--- config.mk ---
export PLATFORM = sky130hd
export DESIGN_NAME = seg_display_decoder
export DESIGN_NICKNAME = d
export VERILOG_FILES = /design/src/rtl/seg_display_decoder.sv
export SDC_FILE = /design/constraint.sdc
export NUM_CORES = 1
export LEC_CHECK = 0
export CORE_MARGIN = 5
export CORE_UTILIZATION = 50
export DETAILED_ROUTE_END_ITERATION = 16
export GPL_TIMING_DRIVEN = 1
export PLACE_DENSITY = 0.75
export SLEW_MARGIN = 15
export SYNTH_ARGS = -nofsm -noshare
export SYNTH_HDL_FRONTEND = slang
export SYNTH_SLANG_ARGS = --single-unit
--- constraint.sdc ---
create_clock -name clk -period 6.4 [get_ports clk]
set_input_delay 1.28 -clock clk [delete_from_list [all_inputs] [get_ports clk]]
set_output_delay 1.28 -clock clk [all_outputs]
set_load 0.02 [all_outputs]
--- src/rtl/seg_display_decoder.sv ---
// Recovers four BCD digits from a multiplexed active-low 7-segment bus, with glitch
// rejection, illegal-pattern/anode flagging and a stale-bus timeout.
module seg_display_decoder #(
    parameter int unsigned STABLE_CYCLES = 16,
    parameter int unsigned TIMEOUT       = 400_000
) (
    input  logic       clk,
    input  logic       RESET,
    input  logic [0:6] seg,
    input  logic [3:0] an,
    input  logic       clr_err,
    output logic [3:0] ones,
    output logic [3:0] tens,
    output logic [3:0] hundreds,
    output logic [3:0] thousands,
    output logic [3:0] digit_valid,
    output logic       frame_valid,
    output logic       err,
    output logic [1:0] err_sticky,
    output logic       stale
);

    localparam int unsigned CntW = $clog2(STABLE_CYCLES + 1);
    localparam int unsigned ToW  = $clog2(TIMEOUT + 1);
    localparam logic [CntW-1:0] StableMax = CntW'(STABLE_CYCLES);
    localparam logic [CntW-1:0] StablePre = CntW'(STABLE_CYCLES - 1);
    localparam logic [ToW-1:0]  ToLast    = ToW'(TIMEOUT - 1);

    logic [0:6]      seg_q;
    logic [3:0]      an_q;
    logic [CntW-1:0] stab_q, stab_d;
    logic [ToW-1:0]  timer_q;
    logic [3:0]      seen_q;

    logic       sample_same;
    logic       capture;
    logic [3:0] pos;
    logic       an_blank;
    logic       an_bad;
    logic [3:0] digit_val;
    logic       pat_ok;
    logic       accept;
    logic       seg_err;
    logic       an_err;
    logic       frame;

    always_comb begin
        // Compare the incoming pins against the held sample: equal means another stable cycle.
        sample_same = (seg == seg_q) && (an == an_q);
        capture     = sample_same && (stab_q == StablePre);

        stab_d = stab_q;
        if (!sample_same) begin
            stab_d = '0;
        end else if (stab_q != StableMax) begin
            stab_d = stab_q + 1'b1;
        end

        pos      = 4'b0000;
        an_blank = 1'b0;
        an_bad   = 1'b0;
        unique case (an_q)
            4'b1110: pos = 4'b0001;
            4'b1101: pos = 4'b0010;
            4'b1011: pos = 4'b0100;
            4'b0111: pos = 4'b1000;
            4'b1111: an_blank = 1'b1;
            default: an_bad = 1'b1;
        endcase

        digit_val = 4'd0;
        pat_ok    = 1'b1;
        unique case (seg_q)
            7'b0000001: digit_val = 4'd0;
            7'b1001111: digit_val = 4'd1;
            7'b0010010: digit_val = 4'd2;
            7'b0000110: digit_val = 4'd3;
            7'b1001100: digit_val = 4'd4;
            7'b0100100: digit_val = 4'd5;
            7'b0100000: digit_val = 4'd6;
            7'b0001111: digit_val = 4'd7;
            7'b0000000: digit_val = 4'd8;
            7'b0000100: digit_val = 4'd9;
            default:    pat_ok = 1'b0;
        endcase

        // A bad anode code takes precedence: no position is selected, so the pattern is moot.
        an_err  = capture && an_bad;
        seg_err = capture && !an_bad && !an_blank && !pat_ok;
        accept  = capture && !an_bad && !an_blank && pat_ok;
        frame   = accept && ((seen_q | pos) == 4'b1111);
    end

    always_ff @(posedge clk or posedge RESET) begin
        if (RESET) begin
            seg_q       <= 7'b1111111;
            an_q        <= 4'b1111;
            stab_q      <= '0;
            timer_q     <= '0;
            seen_q      <= 4'b0000;
            ones        <= 4'd0;
            tens        <= 4'd0;
            hundreds    <= 4'd0;
            thousands   <= 4'd0;
            digit_valid <= 4'b0000;
            frame_valid <= 1'b0;
            err         <= 1'b0;
            err_sticky  <= 2'b00;
            stale       <= 1'b0;
        end else begin
            seg_q       <= seg;
            an_q        <= an;
            stab_q      <= stab_d;
            err         <= seg_err | an_err;
            frame_valid <= frame;
            err_sticky  <= (clr_err ? 2'b00 : err_sticky) | {an_err, seg_err};

            if (accept) begin
                if (pos[0]) ones      <= digit_val;
                if (pos[1]) tens      <= digit_val;
                if (pos[2]) hundreds  <= digit_val;
                if (pos[3]) thousands <= digit_val;
                digit_valid <= digit_valid | pos;
                seen_q      <= frame ? 4'b0000 : (seen_q | pos);
                timer_q     <= '0;
                stale       <= 1'b0;
            end else begin
                if (seg_err) begin
                    digit_valid <= digit_valid & ~pos;
                    seen_q      <= seen_q & ~pos;
                end
                // Timer parks at its last value until an accepted capture restarts it.
                if (timer_q == ToLast) begin
                    stale       <= 1'b1;
                    digit_valid <= 4'b0000;
                    seen_q      <= 4'b0000;
                end else begin
                    timer_q <= timer_q + 1'b1;
                end
            end
        end
    end

endmodule

==> metrics.csv <==
metric,value,unit
drt wl/cell,15.80,µm
predominant post-synthesis flop cell,dfrtp_1,
# rows,29,
met2 usage,0.2566,
worst r2r src,an_q[3],
TritonCTS buffer count,9,
DRC viols,0,
postcts setup bufs,0,
setup TNS,0,ps
fin crit share,0.5799,
r2r endpoint,timer_q[5],
CP Capture Type,flip-flop,
Netlist cell types,48,
Hold WC Path Type,reg -> reg,
Initial Util,0.5155,
via count,2463,
critical path data required time,6600,ps
crit-path max FO,20,
clock buffer depth,2,
diode count,0,
DIE AREA,8307,µm²
"Seq/Total Area, Yosys",0.4907,
Final Slew Violations,0,
CTS H-tree lvls,3,
met1 usage,0.2399,
Clock Tree Root,clkbuf_8,
Ports,39,
worst slew pin tran,1069,ps
CTS sink count,64,
"Core Util, Final",0.6085,
synthesis-to-layout area growth,18.05,%
Setup crit start kind,input port,
Max IR drop VDD,0.1335,mV
reg2reg setup slack,3330,ps
Total Power,0.0008059,W
CTS Hold Buffers Added,0,
Synth top area share,0.4029,
DR iter-0 viols,131,
kind of critical path,in -> reg,
unrepaired setup endpoints after global routing,no,
drt pass-1 iters,5,
outcome,completed,
"Reg clk slew, reported paths",80,ps
GP Congestion,0.7901,
hold worst-path end,tens[2],
"flops & latches, synth",64,
Final Hold Vio Count,0,
GRT Resource Usage Total,0.1752,
Reg2Reg Depth,5,
Nets,367,
hold slack,495.2,ps
Pleak,1.670,nW
Fmax achieved,0.2694,GHz
most common cell in the netlist,dfrtp_1,
Die Ht,91.14,µm
met3 Use GR,0.04463,
IO buf count,38,
syn nets,333,
remaining antenna violation count,0,
Cells on Worst Hold Path,1,
Post-synth ARST share,1.000,
worst setup margin,2689,ps
Yosys Warn Count,0,
hpwl dp,4.715,mm
Post-Syn Area,3292,µm²
Vias/cell,5.715,
post-cts sizing count,0,
Power per Cell Area,207.4,nW/µm²
worst hold start,tens[2],
Fill cells,543,
minimum clock period,3711,ps
Synth area leaders,"dfrtp_1, dfstp_2, mux2_1",
initial antenna violation count,0,
max cap viols,0,
critical path arrival,3910,ps
number of global-route vias before repair,2362,
layout cell share with drive strength beyond 1,0.1130,
Post-Place Setup Slack,2332,ps
routed wire length,6.810,mm
synth cell count leaders,"dfrtp_1, nor2_1, o21ai_0",
GRT busiest layer,met2,
first-pass GRT wire length,11.76,mm
Clock Skew,10.59,ps
Post-synth EDFFs,0,
post-synthesis instance total,315,
syn_area_per_cell,10.45,µm²
GRT Residual Overflow,0,
CTS tree,built,
Placeable Area,6386,µm²
Die X-Extent,91.14,µm
largest net degree at the start of global routing,65,
"Clk Latency, worst-skew pair",350,ps
Final Setup Violations,0,
Synth area leader,dfrtp_1,
Slew headroom,0.2817,
[cells in the final DEF (no fill, tap or decap), types with 5 or more instances in the layout]
| cell | netlist | final |
|---|---|---|
| dfstp_2 | 11 | 11 |
| nand3_2 | 5 | 5 |
| mux2_1 | 16 | 16 |
| a21o_1 | 8 | 8 |
| and3_1 | 6 | 6 |
| a21oi_1 | 11 | 11 |
| or3_1 | 6 | 6 |
| nand4_1 | 16 | 16 |
| nand3_1 | 12 | 12 |
| inv_1 | 7 | 6 |
| clkbuf_8 | 0 | 9 |
| xnor2_1 | 13 | 13 |
| nor2_1 | 32 | 32 |
| xor2_1 | 14 | 14 |
| o21ai_0 | 22 | 22 |
| nand2_1 | 13 | 13 |
| dfrtp_1 | 53 | 53 |
| clkdlybuf4s50_1 | 0 | 38 |
[cell families (layout without fill, tap and decap cells)]
group,after synthesis,in the layout,share of synthesized area
buffers and inverters,23,62,0.03421
XOR/XNOR,27,27,0.07184
AO/OA/AOI/OAI,56,56,0.1053
AND/OR/NAND/NOR,123,123,0.2220
multiplexers,17,17,0.05777
flip-flops,64,64,0.4907
adder cells (fa/ha/maj),5,5,0.01824
[through the flow]
step	area [µm²]	std cells
floorplan	3292	315
global placement	3690	415
detailed placement	3690	415
finish	3886	431
global route	3886	431
CTS	3886	431
[routing by layer]
layer	up-vias	wire length, µm	share of wire
li1	1210	-	-
met1	1175	3227	0.47
met2	65	3020	0.44
met3	13	417	0.061
met4	0	145	0.021
met5	-	0	0
[flip-flops by register name, indices dropped and copies added (netlist names)]
register     count
thousands        4
hundreds         4
timer_q         19
seg_q            7
ones             4
stale            1
an_q             4
digit_valid      4
tens             4
seen_q           4
stab_q           5
err_sticky       2
err              1
frame_valid      1
[cell type report]
cell class / count / area [µm²] / area share
well taps: 77 / 96.34 / 0.02479
repair buffers: 39 / 387.9 / 0.09981
multi-input cells: 228 / 1564 / 0.4024
clock inverters: 7 / 72.57 / 0.01867
flip-flops and latches: 64 / 1615 / 0.4156
inverters: 7 / 26.28 / 0.006761
clock buffers: 9 / 123.9 / 0.03187
[how the worst max path moves through the flow]
stage | startpoint | end | slack [ps] | cells past startpoint
CTS | an[0] | timer_q[5] | 2690 | 6
global route | an[0] | timer_q[14] | 2470 | 6
detailed placement | an[0] | timer_q[5] | 2330 | 6
finish | an[0] | timer_q[5] | 2690 | 6
floorplan | RESET | digit_valid[0] | 3540 | 1
global placement | an[2] | stale | 2470 | 6
[worst max-delay path, cell delays in order]
cell	delay, ps
clkdlybuf4s50_1	520
xnor2_1	160
nand4_1	190
nor4_2	940
and2_1	700
nor2_1	120
[where the power goes]
part           switching, W  internal [W]  total [W]
combinational     0.0000233     0.0000188  0.0000421
clock              0.000165      0.000179   0.000344
sequential       0.00000867      0.000411   0.000420
No activity file was read; power rests on OpenSTA's default activity.
